<file path="src/rtl/dm_arbiter_pkg.sv">
// Shared encodings for the data-memory arbiter: memory access sizes and arbiter states.
package dm_arbiter_pkg;

  localparam logic [1:0] DM_WORD = 2'd0;
  localparam logic [1:0] DM_HALF = 2'd1;
  localparam logic [1:0] DM_BYTE = 2'd2;
  localparam logic [1:0] DM_BAD  = 2'd3;

  typedef enum logic [0:0] {
    StIdle   = 1'b0,
    StDmaOwn = 1'b1
  } arb_state_e;

  // Size codes the memory cannot perform; writes with these are dropped.
  function automatic logic is_bad_con(logic [1:0] con);
    return con == DM_BAD;
  endfunction

endpackage

</file>
<file path="src/rtl/dm_arbiter.sv">
// Two-requester arbiter for the single-port data memory: CPU has priority, DMA bursts hold
// ownership up to MAX_BURST beats, and a starvation counter forces DMA through eventually.
module dm_arbiter
  import dm_arbiter_pkg::*;
#(
  parameter int unsigned MAX_BURST    = 8,
  parameter int unsigned STARVE_LIMIT = 4
) (
  input  logic        Clk,
  input  logic        reset,

  input  logic        cpu_req,
  input  logic        cpu_we,
  input  logic [31:0] cpu_addr,
  input  logic [31:0] cpu_wdata,
  input  logic [1:0]  cpu_con,
  output logic        cpu_gnt,
  output logic        cpu_stall,
  output logic [31:0] cpu_rdata,

  input  logic        dma_req,
  input  logic        dma_we,
  input  logic [31:0] dma_addr,
  input  logic [31:0] dma_wdata,
  input  logic [1:0]  dma_con,
  input  logic        dma_last,
  output logic        dma_gnt,
  output logic [31:0] dma_rdata,

  output logic [31:0] dm_addr,
  output logic [31:0] dm_wdata,
  output logic        dm_we,
  output logic [1:0]  dm_con,
  input  logic [31:0] dm_rdata,

  output logic        err
);

  localparam int unsigned BeatW   = $clog2(MAX_BURST + 1);
  localparam int unsigned StarveW = $clog2(STARVE_LIMIT + 1);

  localparam logic [BeatW-1:0]   BeatCap   = BeatW'(MAX_BURST);
  localparam logic [StarveW-1:0] StarveSat = StarveW'(STARVE_LIMIT);

  arb_state_e          st_q, st_d;
  logic [BeatW-1:0]    beat_cnt_q, beat_cnt_d;
  logic [StarveW-1:0]  starve_cnt_q, starve_cnt_d;
  logic                err_q, err_d;

  logic                sel_we;
  logic [1:0]          sel_con;
  logic [BeatW-1:0]    beat_next;

  // State register
  always_ff @(posedge Clk) begin
    if (reset) begin
      st_q         <= StIdle;
      beat_cnt_q   <= '0;
      starve_cnt_q <= '0;
      err_q        <= 1'b0;
    end else begin
      st_q         <= st_d;
      beat_cnt_q   <= beat_cnt_d;
      starve_cnt_q <= starve_cnt_d;
      err_q        <= err_d;
    end
  end

  // Output logic: grants from registered state and live requests, then the request mux.
  always_comb begin
    cpu_gnt  = 1'b0;
    dma_gnt  = 1'b0;
    sel_we   = 1'b0;
    sel_con  = DM_WORD;
    dm_addr  = '0;
    dm_wdata = '0;
    dm_con   = DM_WORD;

    unique case (st_q)
      StIdle: begin
        if (dma_req && (starve_cnt_q == StarveSat)) begin
          dma_gnt = 1'b1;
        end else if (cpu_req) begin
          cpu_gnt = 1'b1;
        end else if (dma_req) begin
          dma_gnt = 1'b1;
        end
      end
      StDmaOwn: dma_gnt = dma_req;
      default: ;
    endcase

    if (cpu_gnt) begin
      sel_we   = cpu_we;
      sel_con  = cpu_con;
      dm_addr  = cpu_addr;
      dm_wdata = cpu_wdata;
      dm_con   = cpu_con;
    end else if (dma_gnt) begin
      sel_we   = dma_we;
      sel_con  = dma_con;
      dm_addr  = dma_addr;
      dm_wdata = dma_wdata;
      dm_con   = dma_con;
    end

    dm_we     = sel_we & ~is_bad_con(sel_con);
    cpu_stall = cpu_req & ~cpu_gnt;
    cpu_rdata = dm_rdata;
    dma_rdata = dm_rdata;
    err       = err_q;
  end

  // Next-state logic
  always_comb begin
    st_d         = st_q;
    beat_cnt_d   = beat_cnt_q;
    starve_cnt_d = starve_cnt_q;
    err_d        = err_q;
    beat_next    = beat_cnt_q + 1'b1;

    if ((cpu_gnt || dma_gnt) && sel_we && is_bad_con(sel_con)) begin
      err_d = 1'b1;
    end

    if (dma_gnt) begin
      starve_cnt_d = '0;
    end else if (dma_req && (starve_cnt_q != StarveSat)) begin
      starve_cnt_d = starve_cnt_q + 1'b1;
    end

    if (dma_gnt) begin
      if (dma_last || (beat_next == BeatCap)) begin
        st_d       = StIdle;
        beat_cnt_d = '0;
      end else begin
        st_d       = StDmaOwn;
        beat_cnt_d = beat_next;
      end
    end else if (st_q == StDmaOwn) begin
      // Owner dropped its request: give the memory back without a grant this cycle.
      st_d       = StIdle;
      beat_cnt_d = '0;
    end
  end

endmodule
</file>
<file path="config.mk">
export PLATFORM = sky130hd
export DESIGN_NAME = dm_arbiter
export DESIGN_NICKNAME = d
export VERILOG_FILES = /design/src/rtl/dm_arbiter_pkg.sv /design/src/rtl/dm_arbiter.sv
export SDC_FILE = /design/constraint.sdc
export NUM_CORES = 1
export LEC_CHECK = 0
export CAP_MARGIN = 20
export CELL_PAD_IN_SITES_DETAIL_PLACEMENT = 0
export CELL_PAD_IN_SITES_GLOBAL_PLACEMENT = 1
export CORE_ASPECT_RATIO = 1.75
export CORE_MARGIN = 3
export CORE_UTILIZATION = 11
export CTS_CLUSTER_SIZE = 8
export DETAILED_ROUTE_END_ITERATION = 16
export GPL_TIMING_DRIVEN = 1
export PLACE_DENSITY = 0.79
export SYNTH_ARGS = -nofsm -noshare
export SYNTH_HDL_FRONTEND = slang
export SYNTH_SLANG_ARGS = --single-unit
</file>
<file path="constraint.sdc">
create_clock -name Clk -period 1.7 [get_ports Clk]
set_input_delay 0.425 -clock Clk [delete_from_list [all_inputs] [get_ports Clk]]
set_output_delay 0.425 -clock Clk [all_outputs]
set_load 0.01 [all_outputs]
</file>
# Word level (Yosys, flattened, before mapping)

Cells that the tools add are included.

Bits in registers: 9
Input bits: 171
Output and inout port bits: 135
Word-level logic and storage cells: 44

Add/subtract/negate cells: 2
Equality and inequality tests: 4
Muxes and demuxes: 19
Bitwise logic cells: 6
Reductions and logical operators: 9

Operators by type and width:

| operator                                                       | count |
|---|---|
| 32-bit two-way mux                                             | 4 |
| 4-bit two-way mux                                              | 3 |
| 1-bit two-way mux                                              | 9 |
| 4-bit by 1-bit adder with 4-bit output (second input constant) | 1 |
| 4-bit equality test (second input constant)                    | 1 |
| 1-bit logical AND                                              | 4 |
| 2-bit two-way mux                                              | 2 |
| 1-bit NOT                                                      | 4 |
| 2-bit OR reduction                                             | 2 |
| 3-bit by 1-bit adder with 3-bit output (second input constant) | 1 |
| 3-bit equality test (second input constant)                    | 1 |
| 3-bit != test (second input constant)                          | 1 |
| 1-bit AND                                                      | 2 |
| 2-bit equality test (second input constant)                    | 1 |
| 1-bit logical OR                                               | 2 |
| 1-bit case mux with 2 select lines                             | 1 |
| 2-bit nonzero test                                             | 1 |

# Longest topological paths before layout

Depth after elaboration: 9
Mapped depth: 7
Depth with buffers taken out: 6

# Worst setup path before layout

No wires, ideal clock.

Kind: register to output
From: register starve_cnt_q[0]
To: output port dm_wdata[12]
Arrival: 1386 ps
Slack: -111 ps
Stages on the path, launching flop included: 7
Buffers on the path: 1
Cells stage by stage: dfxtp_1 > inv_1 > ha_1 > nand2_2 > a21boi_4 > buf_2 > a22o_1

Longest elaborated chain between the ends: 6
Elaborated cells on any way between the ends: 8
Classes of those cells: eq/ne (1); mux (6); reduce/logical (1)

Ends and longest elaborated chain:

| what                               | RTL line         | text |
|---|---|---|
| from (decl)                        | dm_arbiter.sv:47 | `logic [StarveW-1:0] starve_cnt_q, starve_cnt_d;` |
| from (signal assigned)             | dm_arbiter.sv:64 | `starve_cnt_q <= starve_cnt_d;` |
| 3-bit equality test (*)            | dm_arbiter.sv:81 | `if (dma_req && (starve_cnt_q == StarveSat)) begin` |
| 1-bit logical AND (*)              | dm_arbiter.sv:81 |  |
| 1-bit two-way mux                  | dm_arbiter.sv:81 |  |
| 1-bit case mux with 2 select lines | dm_arbiter.sv:79 | `unique case (st_q)` |
| 32-bit two-way mux                 | dm_arbiter.sv:99 | `end else if (dma_gnt) begin` |
| 32-bit two-way mux (*)             | dm_arbiter.sv:93 | `if (cpu_gnt) begin` |
| to (decl)                          | dm_arbiter.sv:31 | `output logic [31:0] dm_wdata,` |

Mark *: on every way between the ends. The rest lies on a longest branch, timed or not.

# Final worst setup path

From: register starve_cnt_q[0]
To: output port dm_wdata[9]

Same word-level chain as after synthesis.

==> results.tsv <==
stage	metric	value	unit
sta	slew_violations	0	
floorplan	start_util	0.113	
sta	finalSetupViolCount	70	
clock_network	clk_path_buf_depth	2	
grt	grt_use_total	0.156	
grt	grt_max_degree	16	
routing	vias_per_cell	4.26	
setup_path	worstPathRequired	1.27	ns
setup_path	critical_path_class	flip-flop to output pin	
pwr	p_per_area	424	nW/um2
clock_network	clkSlewWorstSetupHoldPaths	0.04	ns
sta	finalHoldViolations	0	
pwr	p_leak	1.82	nW
clock_network	htree_levels	1	
place	place_area	3650	um2
layout	post-route-util	0.278	
layout	final_layout_size_suffix_gt1_frac	0.376	
place	finalWeightedCongestion	0.772	
synth	syn_avg_cell_area	8.25	um2
synth	ys_async_sr_fraction	0	
outcome	status	complete, but fails checks	
clock_network	cts_sinks	9	
sta	worst_slack	-0.442	ns
job	drv_cap	0	
setup_path	path_cells	inv_2, ha_4, nand2_4, a21boi_4, buf_12, buf_12, buf_16, a22o_1, buf_2	
routing	wl_per_cell	25.5	um
place	dp_slack	-1.09	ns
outcome	violations	setup timing	
layout	seqCellArea	184	um2
place	port_buffers	209	
min_path	hold_path.class	flip-flop to flip-flop	
layout	areaGrowthSynthToFinish	145	%
clock_network	clk_latency	0.23	ns
synth	synthFlopType	dfxtp_1	
synth	ys_seq_elements	9	
setup_path	end_kind	output pin	
setup_path	critPathMaxStageDelay	0.32	ns
routing	dr.pass1.iters	4	
sta	min_period	2.14	ns
synth	ys_warn_count	0	
pwr	ir_drop	0.000712	V
routing	drcViolationCount	0	
routing	vias	2485	
pwr	p_total	0.00177	W
grt	grt_pass1_wl	18.7	mm
sta	fin_tns_setup	-26.91	ns
synth	ys_types	33	
layout	finalInstanceArea	4180	um2
setup_path	start_kind	flip-flop	
synth	syn_nets	382	
clock_network	cts_made_buffers	3	
grt	antenna_found_initial	18	
clock_network	cts_root_buf	clkbuf_16	
floorplan	chipWidth	100	um
routing	drt_iter0_markers	67	
synth	ys_seq_area_frac	0.105	
layout	final_nets	572	
sta	rsz0062_at_grt	true	
sta	max_slew_margin	0.843	
sta	worst_slew_pin_slew	0.234	ns
setup_path	crit_fanout	7	
setup_path	cp_common_cell	buf_12	
setup_path	cp.arrival	1.72	ns
place	hpwl	11.0	mm
routing	routed_wl	14.9	mm
floorplan	die_h	171	um
grt	first_global_vias	2623	
sta	period_share	1.26	
synth	syn_area	1710	um2
clock_network	cts_tree	built	
sta	clock.fmax	467	MHz
sta	finClkSkew	0.000768	ns
floorplan	ios	306	
setup_path	slowest_stage	dfxtp_2	
layout	multi_input_area	1020	um2
floorplan	design.core.area	15100	um2
floorplan	rows	59	
synth	synth_edf_count	0	
grt	grt_overflow	0	
synth	syn_inst	207	
routing	detail-route-antenna-nets	0	
layout	nFillCells	1600	
floorplan	die_area	17100	um2
## placed cells by master (no fill, tap or decap), types with 2 or more instances in the layout
master and n:
a22o_1 66, dfxtp_2 3, nor2b_4 2, buf_16 14, inv_1 2, clkdlybuf4s50_1 137
buf_12 10, nand2_1 7, mux2i_1 2, dfxtp_1 6, ha_1 3, nor3_1 3
buf_2 67, xnor2_1 3, a21oi_1 4, buf_4 24, diode_2 4, clkbuf_16 6
nand3_1 2, inv_2 2, buf_6 7, nor2_1 3
## cells in the mapped netlist, types with 3 or more instances
| cell type | instances | area (um2) |
|---|---|---|
| nand3_1 | 4 | 20.0 |
| inv_1 | 4 | 15.0 |
| clkbuf_1 | 5 | 18.8 |
| a22o_1 | 66 | 578 |
| nor3_1 | 3 | 15.0 |
| buf_4 | 68 | 510 |
| nor2_1 | 3 | 11.3 |
| ha_1 | 4 | 50.1 |
| a21oi_1 | 5 | 25.0 |
| xnor2_1 | 3 | 26.3 |
| dfxtp_1 | 9 | 180 |
| nand2_1 | 7 | 26.3 |
## report_power, final
| part | leakage, nW | switching [W] | internal (W) |
|---|---|---|---|
| clock | 0.0382 | 0.0000958 | 0.000313 |
| sequential | 0.0743 | 0.00000635 | 0.000220 |
| combinational | 1.70 | 0.000414 | 0.000726 |
| total | 1.82 | 0.000516 | 0.00126 |
## what timing repair did
item / 4_1_cts / 5_1_grt
hold buffers: 0 / 0
setup endpoints to repair: 72 / 71
setup buffers: 17 / 5
cloned: 13 / 3
pin swaps: 25 / 24
gates resized for setup: 323 / 10
## metal layers
| metal | wire length, um | vias up | global-route usage | share of wire |
|---|---|---|---|---|
| met5 | 181 | - | 0 | 0.012 |
| met4 | 461 | 28 | 0.0493 | 0.031 |
| met3 | 3020 | 66 | 0.138 | 0.20 |
| met2 | 6330 | 194 | 0.239 | 0.42 |
| met1 | 4900 | 1084 | 0.155 | 0.33 |
| li1 | - | 1113 | - | - |
## logic make-up (layout without fill, tap and decap cells)
family                     count (synthesis)  after routing  synth area share
and+or+nand+nor                           24             24            0.0696
xor gates and xnor gates                   4              4            0.0205
adders and majority gates                  4              4            0.0293
muxes                                      2              2            0.0117
AOI/OAI and AO/OA                         81             81             0.419
DFF                                        9              9             0.105
other                                      0              4                 0
buffers and inverters                     83            272             0.344
## metrics by stage
step	std cells	hold slack, ns
after floorplan	207	0.513
after global placement	538	0.532
after detailed placement	538	0.529
after CTS	572	0.544
after global routing	580	0.559
final	583	0.528
## critical path: cells and delay by family (launching register included)
kind	cells	cell delay [ns]
DFF	1	0.32
adders and majority gates	1	0.16
and+or+nand+nor	1	0.06
buffers and inverters	5	0.63
AOI/OAI and AO/OA	2	0.31
## sequential cells by signal, indices dropped and copies added (netlist names)
name          cells
err               1
st_q              1
beat_cnt_q        4
starve_cnt_q      3
## cell type report
type / count / share of cell area
well taps: 183 / 0.0547
diodes: 4 / 0.00239
repair buffers: 264 / 0.632
clock buffers: 4 / 0.0188
multi-input cells: 115 / 0.244
inverters: 4 / 0.00359
flip-flops and latches: 9 / 0.0440
## final timing paths
path	from	endpoint	slack [ns]	cells after the start
max	starve_cnt_q[0]	dm_wdata[9]	-0.44	9
min reg2reg	err	err	0.53	2
min	err	err	0.53	2
max reg2reg	starve_cnt_q[0]	err	0.01	10
(Power assumes the default switching activity.)
